<file path="config.mk">
export PLATFORM = sky130hd
export DESIGN_NAME = mvu_pe_popcount_acc
export DESIGN_NICKNAME = d
export VERILOG_FILES = /design/src/rtl/mvu_pe_popcount_acc.sv
export SDC_FILE = /design/constraint.sdc
export NUM_CORES = 1
export LEC_CHECK = 0
export CORE_MARGIN = 2
export CORE_UTILIZATION = 44
export DETAILED_ROUTE_END_ITERATION = 10
export GPL_TIMING_DRIVEN = 0
export PLACE_DENSITY_LB_ADDON = 0.25
export SLEW_MARGIN = 30
export SYNTH_ARGS = -nofsm -noshare
export SYNTH_HDL_FRONTEND = slang
export SYNTH_SLANG_ARGS = --single-unit
</file>
<file path="constraint.sdc">
create_clock -name clk -period 2.26 [get_ports clk]
set_input_delay 0.452 -clock clk [delete_from_list [all_inputs] [get_ports clk]]
set_output_delay 0.452 -clock clk [all_outputs]
set_load 0.02 [all_outputs]
</file>
<file path="src/rtl/mvu_pe_popcount_acc.sv">
// ---------------------------------------------------------------------------
// mvu_pe_popcount_acc
//
// Purpose:
//   Popcount-and-accumulate back end of a binary MVU processing element.
//   Each accepted beat of SIMD XNOR results is popcounted in one registered
//   stage. The popcounts of SF consecutive beats (one synapse fold) are then
//   summed into a single dot-product result per output neuron. Output
//   backpressure freezes the whole pipe.
//
// Ports:
//   clk      in   rising-edge clock for all state
//   rst_n    in   asynchronous active-low reset
//   in_v     in   in_xnor valid
//   in_rdy   out  beat can be accepted this cycle (combinational)
//   in_xnor  in   [SIMD-1:0] XNOR results, one bit per lane
//   out_v    out  out_acc valid
//   out_rdy  in   consumer accepts out_acc
//   out_acc  out  [TDstI-1:0] accumulated popcount of one fold
// ---------------------------------------------------------------------------
module mvu_pe_popcount_acc #(
    parameter int SIMD  = 4,
    parameter int SF    = 4,
    parameter int TDstI = 16
) (
    input  logic             clk,
    input  logic             rst_n,
    input  logic             in_v,
    output logic             in_rdy,
    input  logic [SIMD-1:0]  in_xnor,
    output logic             out_v,
    input  logic             out_rdy,
    output logic [TDstI-1:0] out_acc
);

    localparam int CNT_W = (SF > 1) ? $clog2(SF) : 1;
    localparam logic [CNT_W-1:0] CNT_LAST = CNT_W'(SF - 1);

    // The largest possible fold sum is SIMD*SF; it must fit in TDstI bits.
    if ($clog2(SIMD * SF + 1) > TDstI) begin : g_width_check
        $error("mvu_pe_popcount_acc: TDstI too narrow for SIMD*SF");
    end

    function automatic logic [TDstI-1:0] popcount(input logic [SIMD-1:0] bits);
        logic [TDstI-1:0] sum;
        sum = '0;
        for (int i = 0; i < SIMD; i++) begin
            sum = sum + TDstI'(bits[i]);
        end
        return sum;
    endfunction

    logic             pc_v_q, pc_v_d;
    logic [TDstI-1:0] pc_q, pc_d;
    logic [TDstI-1:0] acc_q, acc_d;
    logic [CNT_W-1:0] cnt_q, cnt_d;
    logic             out_v_q, out_v_d;
    logic [TDstI-1:0] out_acc_q, out_acc_d;
    logic             adv;
    logic [TDstI-1:0] fold_sum;

    // A result held against a stalled consumer freezes both stages.
    assign adv      = !(out_v_q && !out_rdy);
    assign fold_sum = acc_q + pc_q;

    always_comb begin
        pc_v_d    = pc_v_q;
        pc_d      = pc_q;
        acc_d     = acc_q;
        cnt_d     = cnt_q;
        out_v_d   = out_v_q;
        out_acc_d = out_acc_q;

        // Consumer takes the result; a final sum loading below overrides this.
        if (out_v_q && out_rdy) begin
            out_v_d = 1'b0;
        end

        if (adv) begin
            // ---- stage 1: popcount ----
            pc_v_d = in_v;
            pc_d   = popcount(in_xnor);

            // ---- stage 2: fold accumulator / output register ----
            if (pc_v_q) begin
                if (cnt_q == CNT_LAST) begin
                    out_acc_d = fold_sum;
                    out_v_d   = 1'b1;
                    acc_d     = '0;
                    cnt_d     = '0;
                end else begin
                    acc_d = fold_sum;
                    cnt_d = cnt_q + 1'b1;
                end
            end
        end
    end

    always_ff @(posedge clk or negedge rst_n) begin
        if (!rst_n) begin
            pc_v_q    <= 1'b0;
            pc_q      <= '0;
            acc_q     <= '0;
            cnt_q     <= '0;
            out_v_q   <= 1'b0;
            out_acc_q <= '0;
        end else begin
            pc_v_q    <= pc_v_d;
            pc_q      <= pc_d;
            acc_q     <= acc_d;
            cnt_q     <= cnt_d;
            out_v_q   <= out_v_d;
            out_acc_q <= out_acc_d;
        end
    end

    assign in_rdy  = adv;
    assign out_v   = out_v_q;
    assign out_acc = out_acc_q;

endmodule

</file>
Word level (Yosys, flattened, before mapping)
Cells that the tools add are included.
- register bits: 52
- bits of input ports: 8
- output and inout port bits: 18
- logic and storage cells: 25
- mux-type cells: 6
- equality and inequality tests: 1
- $add $sub $neg: 5
- bitwise operators: 1
- reductions and logical operators: 6
- operators with widths (operator ; count):
    $add A16 B16 Y16 ; 1
    $mux W16 ; 1
    $add A3 B1 Y4 ; 1
    $mux W1 ; 4
    $add A2 B1 Y3 ; 1
    $reduce_and A3 Y1 ; 1
    $add A1 B1 Y2 ; 1
    $add A2 B1 Y2 const B ; 1
    $eq A2 B2 Y1 const B ; 1
    $logic_and A1 B1 Y1 ; 2
    $logic_not A1 Y1 ; 2
    $mux W2 ; 1
    $reduce_and A2 Y1 ; 1
    $not A1 Y1 ; 1

Longest topological paths before layout
- depth after elaboration: 5
- mapped depth: 7
- gate-level depth less buffers: 7

Least setup slack after synthesis
No wires, ideal clock.
- kind: register to register
- start: register pc_q[2]
- end: register acc_q[15]
- stages on the path, launching flop included: 6
- setup time: 0.069 ns
- path slack: 0.384 ns
- period minus slack after synthesis: 1.876 ns
- arrival time: 1.807 ns
- required time: 2.191 ns
- buffers on the path: 0
- cell sequence: dfrtp_1 > ha_1 > nand3_1 > a211o_1 > or4_1 > nand3_1
- word-level cells in the longest chain between the ends: 2
- ends and longest elaborated chain (item ; RTL line ; source):
    start, declared ; 54 ; logic [TDstI-1:0] pc_q, pc_d;
    start signal, assigned ; 109 ; pc_q <= pc_d;
    $add A16 B16 Y16 ; 64 ; assign fold_sum = acc_q + pc_q;
    $mux W16 ; 86 ; if (cnt_q == CNT_LAST) begin
    end signal, assigned ; 103 ; acc_q <= '0;
    end signal, assigned ; 110 ; acc_q <= acc_d;
    end, declared ; 55 ; logic [TDstI-1:0] acc_q, acc_d;
No other way between the ends.
A chain may end at the register's enable or synchronous reset.

Final worst setup path
- start: register pc_q[0]
- end: register acc_q[10]
The elaborated chain is that of the path after synthesis.

==> flow_metrics.py <==
metrics = {
    "logic_synthesis": {
        "syn_inst": 207,
        "ys_seq_elements": 39,
        "syn_area_per_cell_um2": 9.67,
        "syn_nets": 223,
        "yosysUniqueCellTypes": 39,
        "ys.warnings.count": 0,
        "synth_area_um2": 2000,
        "async_flop_share": 1.00,
        "yosysSeqAreaShare": 0.488,
        "yosys_most_used_dff": "dfrtp_1",
        "synth_edf_count": 0,
    },
    "setup_path": {
        "cpPeakStageDelay_ps": 470,
        "arrival_ps": 2320,
        "crit_chain": "ha_1 -> fa_1 -> a21oi_1 -> nor3_1 -> nor3b_1 -> a21o_1",
        "critical_path_class": "register to register",
        "rr_worst_depth": 6,
        "end_kind": "register",
        "cpMaxStageDelayCell": "a21oi_1",
        "crit_fanout": 5,
        "crit_required_ps": 2450,
        "crit_path_start_kind": "register",
    },
    "global_route": {
        "grt_overflow": 0,
        "grt_pass1_wl_mm": 7.09,
        "grt_pass1_vias": 1534,
        "grt_max_degree": 21,
        "grt_use_total": 0.179,
        "antenna_found_initial": 0,
    },
    "die": {
        "core_area_um2": 4350,
        "pin_count": 26,
        "dieArea_um2": 5100,
        "start_util": 0.459,
        "fp-row-count": 24,
        "die_height_um": 71.4,
        "die_w_um": 71.4,
    },
    "sta": {
        "setup_viol": 0,
        "min_period_over_period": 0.941,
        "slew_headroom": 0.563,
        "hold_violations": 0,
        "maxSlewViolCount": 0,
        "finClkSkew_ps": 2.79,
        "fin_crit_ps": 2130,
        "max_freq_ghz": 0.470,
        "worst_pin_slew_ps": 656,
        "rsz0062_at_grt": "no",
    },
    "cts": {
        "cts_tree": "done",
        "postCtsHoldBufs": 0,
        "clockBufferDepth": 2,
        "cts.htree.levels": 2,
        "cts_made_buffers": 5,
        "path_clk_slew_ps": 70,
        "clock-sinks": 39,
        "clockRootBuffer": "clkbuf_8",
        "clk_latency_ps": 290,
    },
    "cells_and_area": {
        "nFillCells": 407,
        "drive_above_1_share": 0.108,
        "syn_to_final_growth_pct": 21.5,
        "layout.nets": 256,
        "fin_area_um2": 2430,
        "stdcell_count": 292,
        "num_antenna_cells": 0,
    },
    "placed_design": {
        "gp_congestion": 0.819,
        "dpl.hpwl_mm": 2.87,
        "io_buffers": 25,
        "placed_area_um2": 2340,
        "place_inst": 285,
    },
    "outcome": {
        "outcome": "completed",
    },
    "drt": {
        "drtAntennaViolNets": 0,
        "drt_pass1_iterations": 4,
        "drt_iter0_drc": 127,
        "wl_per_cell_um": 14.0,
        "vias": 1543,
        "drc": 0,
        "routed_wl_mm": 4.08,
        "viasPerCell": 5.28,
    },
    "job": {
        "maxCapViolCount": 0,
    },
    "pwr": {
        "leakage_nw": 1.05,
        "ir_drop_mv": 0.567,
        "powerDensity_nw_per_um2": 1180,
        "totalPowerFinal_mw": 2.86,
    },
    "worst_hold_path": {
        "hold_path.class": "input pin to async pin",
    },
}
-- critical path, delay by kind of cell (launching register included) --
| kind | cells | cell delay [ps] |
|---|---|---|
| flops | 1 | 390 |
| compound gates | 2 | 630 |
| fa+ha+maj | 2 | 660 |
| simple gates | 2 | 330 |
-- Yosys cell counts (all sizes together) (2+ instances only) --
cell type	n	area (um^2)
or2	2	12.5
a22o	9	78.8
nand2	28	105
inv	6	22.5
dfrtp	39	976
ha	6	75.1
nand3b	3	22.5
a21oi	17	85.1
nor2	23	86.3
nand3	5	25.0
clkbuf	5	20.0
nor4	2	12.5
xnor2	12	105
fa	2	40.0
o31ai	3	22.5
mux2	3	33.8
and2	2	13.8
nand4	3	33.8
o21ai	15	75.1
a211oi	2	15.0
nor3	2	10.0
buf	4	20.0
a21o	2	16.3
-- power by group --
| group | leakage (nW) | switching [mW] | internal, mW | total (mW) |
|---|---|---|---|---|
| Sequential | 0.489 | 0.140 | 0.934 | 1.07 |
| Combinational | 0.512 | 0.730 | 0.585 | 1.32 |
| Clock | 0.0470 | 0.236 | 0.239 | 0.475 |
| Total | 1.05 | 1.11 | 1.76 | 2.86 |
-- registers in the layout, summed over array words and instances, names as in the netlist --
signal and count:
acc_q 16, cnt_q 2, out_acc 16, out_v 1, pc_q 3, pc_v_q 1
-- metrics by stage --
stage / TNS, ps / setup WS [ps] / hold slack, ps / utilization
2_1_floorplan: 0 / 384 / 156 / -
3_3_place_gp: -11410 / -251 / 456 / 0.532
3_5_place_dp: -1820 / -172 / 451 / 0.537
4_1_cts: 0 / 37.3 / 127 / 0.557
5_1_grt: 0 / 19.3 / 150 / 0.558
6_report: 0 / 134 / 116 / 0.558
-- cells in the final DEF (no fill, tap or decap), types with 2 or more instances in the layout --
cell type	netlist	routed
ha_1	6	6
mux2_2	3	3
xnor2_1	12	12
a211oi_1	2	2
dfrtp_1	39	39
clkbuf_1	4	4
nor2_1	23	23
clkbuf_8	0	6
o21ai_0	15	15
a21oi_1	17	17
clkdlybuf4s50_1	0	23
buf_2	4	5
a22o_1	9	9
nand3_1	5	5
or2_2	2	2
o31ai_1	3	3
nand4_1	2	2
inv_1	6	6
nor3_1	2	2
nand3b_1	3	3
nor4_1	2	2
fa_1	2	2
nand2_1	28	28
-- final timing paths --
path,slack (ps),startpoint,end
min reg2reg,480,acc_q[0]$_DFFE_PN0P_,acc_q[0]$_DFFE_PN0P_
max,130,pc_q[0]$_DFFE_PN0N_,acc_q[10]$_DFFE_PN0P_
max in group asynchronous,1680,rst_n,out_acc[9]$_DFFE_PN0P_
min,120,rst_n,out_acc[1]$_DFFE_PN0P_
min in group clk,480,acc_q[0]$_DFFE_PN0P_,acc_q[0]$_DFFE_PN0P_
max reg2reg,130,pc_q[0]$_DFFE_PN0N_,acc_q[10]$_DFFE_PN0P_
-- area by class of cell --
cell class / instances / area (um^2) / share of cell area
multi-input combinational: 152 / 960 / 0.395
clock buffer: 6 / 82.6 / 0.0340
buffer: 9 / 40.0 / 0.0165
inverter: 7 / 30.0 / 0.0124
clock inverter: 1 / 5.00 / 0.00206
timing repair buffer: 26 / 272 / 0.112
sequential: 39 / 976 / 0.402
tap: 52 / 65.1 / 0.0268
-- timing repair --
item | CTS | global route
buffers inserted | 0 | 0
resized for setup | 1 | 2
setup endpoints to repair | 1 | 1
pin swaps | 0 | 0
-- routing by layer --
| metal | global-route usage | routed length, um | up-vias |
|---|---|---|---|
| met5 | 0 | 0 | - |
| met4 | 0.0650 | 54 | 0 |
| met3 | 0.0436 | 149 | 7 |
| met2 | 0.272 | 1800 | 30 |
| met1 | 0.250 | 2070 | 728 |
| li1 | - | - | 778 |
-- cell families (layout without fill, tap and decap cells) --
kind of cell,after synthesis,after routing,share of synthesized area
buffers and inverters,16,49,0.0331
and+or+nand+nor,77,77,0.186
muxes,3,3,0.0169
AOI/OAI and AO/OA,51,51,0.161
adders and majority gates,8,8,0.0575
xor gates and xnor gates,13,13,0.0569
DFF,39,39,0.488
No activity file was read; power rests on OpenSTA's default activity.
